--- src/rtl/cla_pipe_adder.sv ---
// Three-stage pipelined adder/subtractor: operand capture, generate/propagate,
// then two-level carry lookahead (across 4-bit groups, then within each group) and sum.
module cla_pipe_adder #(
  parameter int WIDTH = 16
) (
  input  logic             clk,
  input  logic             rst,
  input  logic             in_valid,
  output logic             in_ready,
  input  logic [WIDTH-1:0] A,
  input  logic [WIDTH-1:0] B,
  input  logic             Sub,
  input  logic             Ci,
  output logic             out_valid,
  input  logic             out_ready,
  output logic [WIDTH-1:0] S,
  output logic             Co,
  output logic             Ovf
);

  localparam int NG = WIDTH / 4;

  logic                  s1_valid_r;
  logic [WIDTH-1:0]      s1_a_r;
  logic [WIDTH-1:0]      s1_bx_r;
  logic                  s1_cin_r;

  // The top generate bit of each group only matters through GG, so it is not kept.
  logic                  s2_valid_r;
  logic [NG-1:0][2:0]    s2_g_r;
  logic [WIDTH-1:0]      s2_p_r;
  logic [NG-1:0]         s2_gg_r;
  logic [NG-1:0]         s2_pg_r;
  logic                  s2_cin_r;

  logic                  out_valid_r;
  logic [WIDTH-1:0]      s_r;
  logic                  co_r;
  logic                  ovf_r;

  logic                  s1_adv_s;
  logic                  s2_adv_s;
  logic                  s3_adv_s;
  logic [WIDTH-1:0]      g_s;
  logic [WIDTH-1:0]      p_s;
  logic [NG-1:0]         gg_s;
  logic [NG-1:0]         pg_s;
  logic [NG:0]           gc_s;
  logic [WIDTH-1:0]      c_s;
  logic [WIDTH-1:0]      sum_s;
  logic                  co_s;
  logic                  ovf_s;

  function automatic logic [1:0] group_gp(input logic [3:0] g, input logic [3:0] p);
    logic gg;
    logic pg;
    gg = g[3] | (p[3] & g[2]) | (p[3] & p[2] & g[1]) | (p[3] & p[2] & p[1] & g[0]);
    pg = p[3] & p[2] & p[1] & p[0];
    return {gg, pg};
  endfunction

  // Each group carry is a flat sum of products over GG/PG, so no carry ripples between groups.
  function automatic logic [NG:0] group_carries(input logic [NG-1:0] gg,
                                                input logic [NG-1:0] pg,
                                                input logic          cin);
    logic [NG:0] c;
    logic        acc;
    logic        term;
    c    = {(NG+1){1'b0}};
    c[0] = cin;
    for (int i = 1; i <= NG; i++) begin
      acc = cin;
      for (int k = 0; k < i; k++) acc = acc & pg[k];
      for (int j = 0; j < i; j++) begin
        term = gg[j];
        for (int k = j + 1; k < i; k++) term = term & pg[k];
        acc = acc | term;
      end
      c[i] = acc;
    end
    return c;
  endfunction

  function automatic logic [3:0] cla4(input logic [2:0] g, input logic [2:0] p, input logic c0);
    logic [3:0] c;
    c[0] = c0;
    c[1] = g[0] | (p[0] & c0);
    c[2] = g[1] | (p[1] & g[0]) | (p[1] & p[0] & c0);
    c[3] = g[2] | (p[2] & g[1]) | (p[2] & p[1] & g[0]) | (p[2] & p[1] & p[0] & c0);
    return c;
  endfunction

  // Stage advance chain, output stage first
  always_comb begin
    s3_adv_s = !out_valid_r || out_ready;
    s2_adv_s = !s2_valid_r || s3_adv_s;
    s1_adv_s = !s1_valid_r || s2_adv_s;
  end

  assign in_ready  = s1_adv_s;
  assign out_valid = out_valid_r;
  assign S         = s_r;
  assign Co        = co_r;
  assign Ovf       = ovf_r;

  // Per-bit and per-group generate/propagate from the captured operands
  always_comb begin
    g_s  = s1_a_r & s1_bx_r;
    p_s  = s1_a_r ^ s1_bx_r;
    gg_s = {NG{1'b0}};
    pg_s = {NG{1'b0}};
    for (int i = 0; i < NG; i++) begin
      {gg_s[i], pg_s[i]} = group_gp(g_s[4*i +: 4], p_s[4*i +: 4]);
    end
  end

  // Group carries, in-group carries and the final sum
  always_comb begin
    gc_s = group_carries(s2_gg_r, s2_pg_r, s2_cin_r);
    c_s  = {WIDTH{1'b0}};
    for (int i = 0; i < NG; i++) begin
      c_s[4*i +: 4] = cla4(s2_g_r[i], s2_p_r[4*i +: 3], gc_s[i]);
    end
    sum_s = s2_p_r ^ c_s;
    co_s  = gc_s[NG];
    ovf_s = c_s[WIDTH-1] ^ co_s;
  end

  // Stage 1: capture A, conditionally inverted B and effective carry-in
  always_ff @(posedge clk) begin
    if (rst) begin
      s1_valid_r <= 1'b0;
      s1_a_r     <= {WIDTH{1'b0}};
      s1_bx_r    <= {WIDTH{1'b0}};
      s1_cin_r   <= 1'b0;
    end else if (s1_adv_s) begin
      s1_valid_r <= in_valid;
      if (in_valid) begin
        s1_a_r   <= A;
        s1_bx_r  <= B ^ {WIDTH{Sub}};
        s1_cin_r <= Sub | Ci;
      end
    end
  end

  // Stage 2: register generate/propagate terms
  always_ff @(posedge clk) begin
    if (rst) begin
      s2_valid_r <= 1'b0;
      s2_g_r     <= '{default: 3'b000};
      s2_p_r     <= {WIDTH{1'b0}};
      s2_gg_r    <= {NG{1'b0}};
      s2_pg_r    <= {NG{1'b0}};
      s2_cin_r   <= 1'b0;
    end else if (s2_adv_s) begin
      s2_valid_r <= s1_valid_r;
      if (s1_valid_r) begin
        for (int i = 0; i < NG; i++) s2_g_r[i] <= g_s[4*i +: 3];
        s2_p_r   <= p_s;
        s2_gg_r  <= gg_s;
        s2_pg_r  <= pg_s;
        s2_cin_r <= s1_cin_r;
      end
    end
  end

  // Stage 3: result register, held while downstream stalls
  always_ff @(posedge clk) begin
    if (rst) begin
      out_valid_r <= 1'b0;
      s_r         <= {WIDTH{1'b0}};
      co_r        <= 1'b0;
      ovf_r       <= 1'b0;
    end else if (s3_adv_s) begin
      out_valid_r <= s2_valid_r;
      if (s2_valid_r) begin
        s_r   <= sum_s;
        co_r  <= co_s;
        ovf_r <= ovf_s;
      end
    end
  end

endmodule

--- config.mk ---
export PLATFORM = sky130hd
export DESIGN_NAME = cla_pipe_adder
export DESIGN_NICKNAME = d
export VERILOG_FILES = /design/src/rtl/cla_pipe_adder.sv
export SDC_FILE = /design/constraint.sdc
export NUM_CORES = 1
export LEC_CHECK = 0
export ABC_AREA = 1
export BUFFER_PORTS_ARGS = -buffer_cell sky130_fd_sc_hd__buf_4
export CAP_MARGIN = 20
export CELL_PAD_IN_SITES_DETAIL_PLACEMENT = 1
export CELL_PAD_IN_SITES_GLOBAL_PLACEMENT = 1
export CORE_ASPECT_RATIO = 0.7
export CORE_UTILIZATION = 45
export CTS_CLUSTER_SIZE = 24
export DETAILED_ROUTE_END_ITERATION = 10
export PLACE_DENSITY = 0.82
export RECOVER_POWER = 50
export SLEW_MARGIN = 30
export SYNTH_ARGS = -nofsm -noshare
export SYNTH_HDL_FRONTEND = slang
export SYNTH_SLANG_ARGS = --single-unit
--- constraint.sdc ---
create_clock -name clk -period 3.93 [get_ports clk]
set_clock_uncertainty 0.15 [all_clocks]
set_input_delay 0.393 -clock clk [delete_from_list [all_inputs] [get_ports clk]]
set_output_delay 0.393 -clock clk [all_outputs]
set_load 0.02 [all_outputs]
==> run metrics, run 1 <==
status complete, but fails checks; failing checks capacitance limit, slew limit; Worst-Margin Slew 1.90 ns; Post-synth EDFFs 0; max-cap viol count 1; critical path data required time 4.04 ns; Clock Tree Root clkbuf_16; Max rail drop VDD 327 uV; clk sink count 91; Die Y 80.9 um; clock buffer count from CTS 9; Ports 58; wire length per cell 15.3 um; FMAX 0.369 GHz; Mean Syn Cell Area 7.86 um^2; PD cells 487 mW/mm^2; vias per cell 5.25; hold buffers post-CTS 0; post-synthesis cell count 509; post-route antenna net violation count 0; beginning of the worst hold path Ci; clk slew on worst S/H paths 0.06 ns; post-synth cell types 32; Final #Nets 610; Yosys warnings 0; crit end category register; crit path launch type register; share of the synthesized area in the top cell type 0.455; postcts setup bufs 0; crit share post-route 0.689; Post-synth ARST share 0; row cnt 28; max_slew headroom -0.267; Final setup violation count 0; layout cells sized above 1 0.106; CP Launch Point out_valid; Worst Hold Depth 3; first-pass GRT wire length 17.4 mm; RSZ-0062 raised after global routing no; reg2reg start out_valid; Tot GR Track Use 0.243; TritonCTS clock tree done; Synth Net Count 567; area of the core 0.00855 mm^2; routability congestion estimate 0.774; Fin. Hold Viols 0; Hold Path Class primary input to register; htree depth 3; post-cts resize count 0; worst reg2reg path depth 5; dpl hpwl 7.12 mm; Remaining DRCs 0; Synth Register Bits 91; width of the chip 115 um; kind of critical path register to register; First DRT Iteration DRCs 125; Starting Density 0.468; Primary FF master, synth dfxtp_1; Vias 3546; Port-buffer cells 57; Routed WL 10.3 mm; Worst Hold Slack 0.143 ns; Seq/Total Area, Yosys 0.455; GR Overflow Total 0; 1st-pass router iterations 4; synth-to-layout area growth 17.9%; Static Leak 2.01 nW; cell area after synthesis 0.00400 mm^2; largest net degree at the start of global routing 50; minimum clock period 2.71 ns; ant diodes 0; arrival time of the worst setup path 2.82 ns; largest area contributor in the netlist dfxtp_1; Die Area 0.00928 mm^2; total negative slack 0 ns; cells taking the most area after synthesis dfxtp_1 46%, o21ai_0 8.6%, nor2_1 7.8%; initial antenna violation count 0; max-slew violation count 50; via count of the first global-routing pass 3595; Max FO, Critical Path 49; clk_lat worst skew 0.34 ns; CTS Buffer Depth 2
==> synthesized netlist by cell type, types with 3 or more instances <==
library cell and n:
a21oi_1 59, xor2_1 5, o21ai_0 69, a221oi_1 3, dfxtp_1 91, nand3_1 16
xnor2_1 16, inv_1 33, nand2_1 52, nor2_1 83, o211ai_1 4, nand4_1 6
o21ai_1 5, a31oi_1 5, buf_2 11, clkbuf_1 11, buf_4 3, ha_1 20
==> critical path, cell delays in order, from the launching register on <==
cell,delay [ns]
dfxtp_1,0.39
nand3_2,0.10
nand2_1,0.10
clkbuf_1,1.38
o21ai_0,0.31
a21oi_1,0.19
==> final timing paths <==
check	endpoint	slack (ns)
min	s1_cin_r	0.14
min reg2reg	s2_g_r[5]	0.31
max reg2reg	s2_p_r[10]	1.22
max	s2_p_r[10]	1.22
==> cells by family after synthesis <==
logic type | Yosys count | share of synthesized area
flops | 91 | 0.455
fa+ha+maj | 20 | 0.0626
xor+xnor | 21 | 0.0460
simple gates | 166 | 0.173
buf+inv | 64 | 0.0704
compound gates | 147 | 0.192
==> per-stage QoR <==
step	cell area, um^2	total power [mW]	cells	utilization	setup slack [ns]
after global routing	4720	2.40	676	0.552	0.894
after detailed placement	4460	1.31	661	0.521	1.64
after floorplan	4000	1.21	509	-	2.33
after global placement	4460	1.30	661	0.521	1.72
after CTS	4810	2.33	676	0.562	1.97
final	4720	2.30	676	0.552	1.22
==> where the power goes <==
| part | total, mW | leakage (nW) | internal, mW | switching (mW) |
|---|---|---|---|---|
| combinational | 0.267 | 1.09 | 0.105 | 0.161 |
| sequential | 1.02 | 0.750 | 0.981 | 0.0399 |
| clock | 1.01 | 0.168 | 0.653 | 0.357 |
| total | 2.30 | 2.01 | 1.74 | 0.558 |
==> cell usage in the layout, fill, tap and decap left out, drive strengths merged, types with 17 or more instances in the layout <==
cell	count
a21oi	59
buf	39
clkbuf	32
dfxtp	91
ha	20
inv	35
nand2	54
nand3	17
nor2	83
o21ai	74
==> cell type report <==
class,instances,area (um^2)
inverters,36,136
fillers,1097,3830
well taps,120,150
multi-input cells,354,1890
flip-flops and latches,91,1820
clock buffers,11,253
repair buffers,60,372
clock inverters,4,97.6
==> state kept, by name, indices dropped and copies added, names as in the netlist, 4 cells and up <==
signal,flops
s2_gg_r,4
s2_pg_r,4
s2_g_r,12
s2_p_r,16
s1_bx_r,16
S,16
s1_a_r,16
==> routing by layer <==
metal / up-vias / track usage / wire length (um)
met4: 0 / 0.0818 / 140
met5: - / 0 / 0
met2: 61 / 0.439 / 5100
li1: 1782 / - / -
met3: 14 / 0.0582 / 353
met1: 1689 / 0.285 / 4740
(Power assumes the default switching activity.)
==> run 2: changes to the inputs <==
--- a/config.mk
+++ b/config.mk
@@ -5,16 +5,16 @@
 export SDC_FILE = /design/constraint.sdc
 export NUM_CORES = 1
 export LEC_CHECK = 0
-export ABC_AREA = 1
+export ABC_AREA = 0
 export BUFFER_PORTS_ARGS = -buffer_cell sky130_fd_sc_hd__buf_4
 export CAP_MARGIN = 20
 export CELL_PAD_IN_SITES_DETAIL_PLACEMENT = 1
 export CELL_PAD_IN_SITES_GLOBAL_PLACEMENT = 1
 export CORE_ASPECT_RATIO = 0.7
-export CORE_UTILIZATION = 45
+export CORE_UTILIZATION = 42
 export CTS_CLUSTER_SIZE = 24
 export DETAILED_ROUTE_END_ITERATION = 10
-export PLACE_DENSITY = 0.82
+export PLACE_DENSITY = 0.77
 export RECOVER_POWER = 50
 export SLEW_MARGIN = 30
 export SYNTH_ARGS = -nofsm -noshare
==> constraint.sdc (replaced) <==
create_clock -name clk -period 2.8 [get_ports clk]
set_clock_uncertainty 0.15 [all_clocks]
set_input_delay 0.28 -clock clk [delete_from_list [all_inputs] [get_ports clk]]
set_output_delay 0.28 -clock clk [all_outputs]
set_load 0.02 [all_outputs]
==> run 2 against run 1 <==
  * The flow now finishes without violations
  * Non-clock buffer count up 2
  * Via count down 2.0%
  * Clock power up 24%
  * Cell area up 0.16%
  * Synthesized cell count down 4.3%
  * Critical endpoint is now s1_a_r[10]
  * Largest cell class unchanged
  * Highest routed layer unchanged
==> run metrics, run 2 <==
Seq pwr share 0.475 (was 0.444); Port-buffer cells 57 (unchanged); postcts setup bufs 0 (unchanged); dpl hpwl 6.74 mm (was 7.12 mm); TritonCTS clock tree done (unchanged); Max FO, Critical Path 17 (was 49); layout cells sized above 1 0.118 (was 0.106); Post-synth EDFFs 0 (unchanged); Primary FF master, synth dfxtp_1 (unchanged); Static Leak 1.85 nW (was 2.01 nW); Yosys warnings 0 (unchanged); beginning of the worst hold path A[9] (was Ci); Synth Register Bits 91 (unchanged); Ports 58 (unchanged); PD cells 621 mW/mm^2 (was 487 mW/mm^2); Die Area 0.00985 mm^2 (was 0.00928 mm^2); capture point of the worst path s1_a_r[10] (was s2_p_r[10]); Die Y 83.3 um (was 80.9 um); arrival time of the worst setup path 2.22 ns (was 2.82 ns); routability congestion estimate 0.768 (was 0.774); cell area after synthesis 0.00397 mm^2 (was 0.00400 mm^2); post-route antenna net violation count 0 (unchanged); Register Area 0.00182 mm^2 (unchanged); post-synthesis cell count 487 (was 509); footprint of the multi-input gates 0.00203 mm^2 (was 0.00189 mm^2); critical path data required time 2.92 ns (was 4.04 ns); area of the core 0.00911 mm^2 (was 0.00855 mm^2); reg-to-reg setup timing slack 0.70 ns (was 1.22 ns); post-synth cell types 36 (was 32); Synth top cells by count 115 x nand2_1, 91 x dfxtp_1, 73 x a21oi_1 (was 91 x dfxtp_1, 83 x nor2_1, 69 x o21ai_0); clk slew on worst S/H paths 0.06 ns (about the same); clock buffer count from CTS 9 (unchanged); largest net degree at the start of global routing 56 (was 50); wire length per cell 14.8 um (was 15.3 um); total negative slack 0 ns (unchanged); hold buffers post-CTS 0 (unchanged); ant diodes 0 (unchanged); minimum clock period 2.10 ns (was 2.71 ns); R2R Path End s1_a_r[10] (was s2_p_r[10]); clock network fraction of total power 0.426 (was 0.439); crit share post-route 0.751 (was 0.689); Comb power frac 0.099 (was 0.116); GR Overflow Total 0 (unchanged); post-cts resize count 0 (unchanged); RSZ-0062 raised after global routing no (unchanged); largest area contributor in the netlist dfxtp_1 (unchanged); width of the chip 118 um (was 115 um); initial antenna violation count 0 (unchanged); synth-to-layout area growth 19.0% (was 17.9%); CP Launch Point out_valid (unchanged); Remaining DRCs 0 (unchanged); cells taking the most area after synthesis dfxtp_1 46%, nand2_1 11%, a21oi_1 9.2% (was dfxtp_1 46%, o21ai_0 8.6%, nor2_1 7.8%); Synth Net Count 545 (was 567); Fin. Hold Viols 0 (unchanged); Clock Tree Root clkbuf_16 (unchanged); Vias 3476 (was 3546); max-slew violation count 0 (was 50); Mean Syn Cell Area 8.15 um^2 (was 7.86 um^2); Design Power 2.93 mW (was 2.30 mW); commonest non-fill, non-tap cell in the layout nand2_1 (was dfxtp_1); htree depth 3 (unchanged); First DRT Iteration DRCs 171 (was 125); row cnt 29 (was 28); Final #Nets 588 (was 610); Worst-Margin Slew 0.843 ns (was 1.90 ns); Fill cells 1099 (was 1097); share of the synthesized area in the top cell type 0.459 (was 0.455); Post-synth ARST share 0 (unchanged); clk_lat worst skew 0.34 ns (about the same); clk sink count 91 (unchanged); reg2reg start out_valid (unchanged); worst reg2reg path depth 5 (unchanged); status finished, final reports clean (was complete, but fails checks); Hold Path Class primary input to register (unchanged); Tot GR Track Use 0.212 (was 0.243); net switching power 0.691 mW (was 0.558 mW); crit end category register (unchanged); Starting Density 0.436 (was 0.468); vias per cell 5.27 (was 5.25); crit path launch type register (unchanged); Final setup violation count 0 (unchanged); Int Power 2.24 mW (was 1.74 mW); CTS Buffer Depth 2 (unchanged); Seq/Total Area, Yosys 0.459 (was 0.455); Sw Ratio 0.236 (was 0.243); via count of the first global-routing pass 3556 (was 3595); max_slew headroom 0.438 (was -0.267); max-cap viol count 0 (was 1); Max rail drop VDD 280 uV (was 327 uV); first-pass GRT wire length 16.7 mm (was 17.4 mm); kind of critical path register to register (unchanged); Routed WL 9.77 mm (was 10.3 mm); 1st-pass router iterations 4 (unchanged); most common cell in the netlist nand2_1 (was dfxtp_1); FMAX 0.475 GHz (was 0.369 GHz); commonest non-fill, non-tap cells in the layout 115 x nand2_1, 91 x dfxtp_1, 72 x a21oi_1 (was 91 x dfxtp_1, 83 x nor2_1, 69 x o21ai_0)
## run 2: cell types whose count changed after synthesis, moves of 7 or more
cell and delta:
buf_2 -7, nor2_1 -42, inv_1 -27, a21oi_1 +14, nand2_1 +63, nand3_1 -9, buf_1 +8, o21ai_0 -57
a211oi_1 +19
## run 2: power by group through the flow
stage	clock, mW	combinational (mW)	sequential, mW
after detailed placement	0	0.296	1.42
final	1.25	0.290	1.39
after global placement	0	0.290	1.42
after global routing	1.33	0.327	1.40
after floorplan	0	0.190	1.41
after CTS	1.28	0.300	1.39
## run 2: kinds of logic after synthesis
| logic type | after synthesis | share of synthesized area |
|---|---|---|
| and+or+nand+nor | 194 | 0.210 |
| adders and majority gates | 20 | 0.0631 |
| xor gates and xnor gates | 22 | 0.0486 |
| AOI/OAI and AO/OA | 123 | 0.182 |
| muxes | 1 | 0.00252 |
| DFF | 91 | 0.459 |
| buffers and inverters | 36 | 0.0353 |
## run 2: worst min path at each step
stage / cells after the start / slack, ns / end
6_report: 3 / 0.04 / s1_a_r[9]
5_1_grt: 3 / 0.05 / s1_a_r[9]
4_1_cts: 3 / 0.03 / s1_a_r[1]
3_5_place_dp: 2 / 0.30 / S[13]
3_3_place_gp: 2 / 0.29 / S[13]
2_1_floorplan: 2 / 0.27 / s1_a_r[0]
## run 2: layout make-up
type / count / area share
multi-input cells: 360 / 0.429
flip-flops and latches: 91 / 0.386
repair buffers: 62 / 0.0824
clock buffers: 15 / 0.0588
well taps: 124 / 0.0328
clock inverters: 1 / 0.00636
inverters: 6 / 0.00477
## run 2: routing by layer
layer | wire length, um | track usage | vias up | share of wire
met5 | 0 | 0 | - | 0
met4 | 167 | 0.0793 | 0 | 0.017
met3 | 313 | 0.0481 | 15 | 0.032
met2 | 4940 | 0.379 | 49 | 0.51
met1 | 4350 | 0.247 | 1650 | 0.44
li1 | - | - | 1762 | -
## run 2: worst max-delay path, cell delays in order, from the launching register on
cell	delay [ns]
dfxtp_1	0.35
nor2b_1	0.50
nand3_1	0.22
nand2_1	0.51
nand2_1	0.14
a21oi_1	0.15
## run 2: per-stage QoR
step | hold WS, ns | instance area [um^2] | cells | utilization | setup slack, ns
after floorplan | 0.266 | 3970 | 487 | - | 0.926
after global placement | 0.293 | 4490 | 643 | 0.493 | 0.857
after detailed placement | 0.299 | 4490 | 643 | 0.493 | 0.733
after CTS | 0.0273 | 4800 | 659 | 0.527 | 0.675
after global routing | 0.0459 | 4720 | 659 | 0.519 | 0.413
final | 0.0388 | 4720 | 659 | 0.519 | 0.697
==> run 3: changes to the inputs <==
--- a/config.mk
+++ b/config.mk
@@ -5,16 +5,16 @@
 export SDC_FILE = /design/constraint.sdc
 export NUM_CORES = 1
 export LEC_CHECK = 0
-export ABC_AREA = 0
+export ABC_AREA = 1
 export BUFFER_PORTS_ARGS = -buffer_cell sky130_fd_sc_hd__buf_4
 export CAP_MARGIN = 20
 export CELL_PAD_IN_SITES_DETAIL_PLACEMENT = 1
 export CELL_PAD_IN_SITES_GLOBAL_PLACEMENT = 1
 export CORE_ASPECT_RATIO = 0.7
-export CORE_UTILIZATION = 42
+export CORE_UTILIZATION = 38
 export CTS_CLUSTER_SIZE = 24
 export DETAILED_ROUTE_END_ITERATION = 10
-export PLACE_DENSITY = 0.77
+export PLACE_DENSITY = 0.74
 export RECOVER_POWER = 50
 export SLEW_MARGIN = 30
 export SYNTH_ARGS = -nofsm -noshare
==> constraint.sdc (replaced) <==
create_clock -name clk -period 1.9 [get_ports clk]
set_clock_uncertainty 0.15 [all_clocks]
set_input_delay 0.19 -clock clk [delete_from_list [all_inputs] [get_ports clk]]
set_output_delay 0.19 -clock clk [all_outputs]
set_load 0.02 [all_outputs]
==> run 3 against run 2 <==
  * The flow now finishes with violations (hold timing)
  * First-iteration DRC count is 12% lower
  * Clock power grew 34%
  * Register-to-register slack lost 0.45 ns
  * Combinational power rose by 110%
  * Worst hold slack worse by 0.039 ns
  * Sequential share of layout area decreased by 1.9 points
  * Worst setup slack got worse by 0.53 ns
  * Cell area up 5.3%
  * Utilization down 1.9 points
  * Count of clock-buffer cells in the layout fell by 1
  * Non-clock buffer count grew 30
  * Global-route usage down 0.36 points
==> run metrics, run 3 (synthesis gave the netlist of run 1 again) <==
crit share post-route 0.911; Int Power 3.25 mW (was 2.24 mW); total negative slack 0 ns (unchanged); first-pass GRT wire length 18.0 mm (was 16.7 mm); htree depth 3 (unchanged); clock buffer count from CTS 9 (unchanged); clk slew on worst S/H paths 0.06 ns (about the same); reg2reg start s2_cin_r (was out_valid); wire length per cell 14.7 um (was 14.8 um); crit path launch type primary input (was register); RSZ-0062 raised after global routing no (unchanged); arrival time of the worst setup path 1.79 ns (was 2.22 ns); non-filler cells, final 717 (was 659); layout cells sized above 1 0.107 (was 0.118); Max FO, Critical Path 49 (was 17); commonest non-fill, non-tap cells in the layout 91 x dfxtp_1, 83 x nor2_1, 71 x o21ai_0 (was 115 x nand2_1, 91 x dfxtp_1, 72 x a21oi_1); Hold Path Class primary input to register (unchanged); R2R Path End S[9] (was s1_a_r[10]); post-cts resize count 0 (unchanged); 1st-pass router iterations 4 (unchanged); Vias 3643 (was 3476); Worst-Margin Slew 0.486 ns (was 0.843 ns); width of the chip 125 um (was 118 um); synth-to-layout area growth 24.3% (was 19.0%); failing checks hold timing; Comb power frac 0.136 (was 0.099); Routed WL 10.6 mm (was 9.77 mm); Ports 58 (unchanged); First DRT Iteration DRCs 150 (was 171); Static Leak 2.12 nW (was 1.85 nW); via count of the first global-routing pass 3804 (was 3556); Final setup violation count 0 (unchanged); max-cap viol count 0 (unchanged); vias per cell 5.08 (was 5.27); Max rail drop VDD 406 uV (was 280 uV); global routing's busiest layer met2 (unchanged); Seq pwr share 0.482 (was 0.475); Worst Hold Slack -0.000164 ns (was 0.0388 ns); ant diodes 0 (unchanged); clk_lat worst skew 0.34 ns (about the same); TritonCTS clock tree done (unchanged); Final #Nets 642 (was 588); Die Area 0.0109 mm^2 (was 0.00985 mm^2); largest net degree at the start of global routing 75 (was 56); reg-to-reg setup timing slack 0.25 ns (was 0.70 ns); PD cells 881 mW/mm^2 (was 621 mW/mm^2); post-route antenna net violation count 0 (unchanged); max_slew headroom 0.676 (was 0.438); FMAX 0.578 GHz; Sw Ratio 0.259 (was 0.236); GR Overflow Total 0 (unchanged); routability congestion estimate 0.798 (was 0.768); Remaining DRCs 0 (unchanged); area of the core 0.00995 mm^2 (was 0.00911 mm^2); beginning of the worst hold path A[6] (was A[9]); Clock Tree Root clkbuf_16 (unchanged); max-slew violation count 0 (unchanged); CTS Buffer Depth 2 (unchanged); kind of critical path primary input to register (was register to register); dpl cells 674 (was 643); Starting Density 0.402 (was 0.436); Die Y 87.8 um (was 83.3 um); Worst Hold Path EP s1_a_r[6] (was s1_a_r[9]); worst reg2reg path depth 7 (was 5); Port-buffer cells 57 (unchanged); Fin. Hold Viols 1 (was 0); CP Launch Point out_ready (was out_valid); Worst Hold Depth 3 (unchanged); crit end category register (unchanged); dpl hpwl 7.30 mm (was 6.74 mm); clock network fraction of total power 0.382 (was 0.426); clk sink count 91 (unchanged); row cnt 30 (was 29); status complete, but fails checks (was finished, final reports clean); met3 Resource Use GR 0.0593 (was 0.0481); routing usage on met2 0.379 (about the same); commonest non-fill, non-tap cell in the layout dfxtp_1 (was nand2_1); initial antenna violation count 0 (unchanged); minimum clock period 1.73 ns; Design Power 4.38 mW (was 2.93 mW); Tot GR Track Use 0.208 (was 0.212); met1 Track Usage GR 0.246 (was 0.247); net switching power 1.14 mW (was 0.691 mW); critical path data required time 1.96 ns (was 2.92 ns)
-- run 3: power by group through the flow --
stage / clock network [mW] / registers [mW] / logic, mW
6_report: 1.67 / 2.11 / 0.597
3_5_place_dp: 0 / 2.15 / 0.576
2_1_floorplan: 0 / 2.16 / 0.352
3_3_place_gp: 0 / 2.15 / 0.558
5_1_grt: 1.81 / 2.13 / 0.676
4_1_cts: 1.72 / 2.11 / 0.627
-- run 3: worst max-delay path, stage by stage --
cell and delay [ns]:
dlygate4sd3_1 0.53, clkbuf_4 0.13, inv_2 0.06, nand4_1 0.15, nand2_2 0.10, inv_1 0.04
buf_4 0.26, o21ai_0 0.24, a21oi_1 0.06
-- run 3: final cells by class --
class	count	area, um^2
clock buffers	14	264
multi-input cells	354	1890
flip-flops and latches	91	1820
well taps	128	160
inverters	36	136
repair buffers	92	689
clock inverters	2	10.0
fillers	1213	4970
-- run 3: how the worst max path moves through the flow --
stage,slack (ns),depth (start not counted),end
finish,0.17,9,s1_bx_r[9]
global route,0.05,10,s2_gg_r[0]
CTS,0.16,10,s2_gg_r[0]
detailed placement,0.27,7,S[9]
global placement,0.35,7,S[9]
floorplan,0.30,6,s1_bx_r[10]
-- run 3: what timing repair did --
action / CTS / global route
hold endpoints to repair: 28 / 0
buffers inserted: 0 / 0
hold buffers: 27 / 0
-- run 3: layer usage --
layer | vias to the layer above | routed length, um
li1 | 1849 | -
met1 | 1740 | 4880
met2 | 45 | 5240
met3 | 9 | 350
met4 | 0 | 84
met5 | - | 0
-- run 3: metrics by stage --
stage / setup WS (ns) / instance area, um^2 / hold slack [ns] / util
6_report: 0.169 / 4970 / -0.000164 / 0.500
5_1_grt: 0.0460 / 4970 / 0.00331 / 0.500
4_1_cts: 0.164 / 5070 / 0.00302 / 0.510
3_5_place_dp: 0.271 / 4530 / 0.288 / 0.455
3_3_place_gp: 0.353 / 4530 / 0.284 / 0.455
2_1_floorplan: 0.300 / 4000 / 0.179 / -
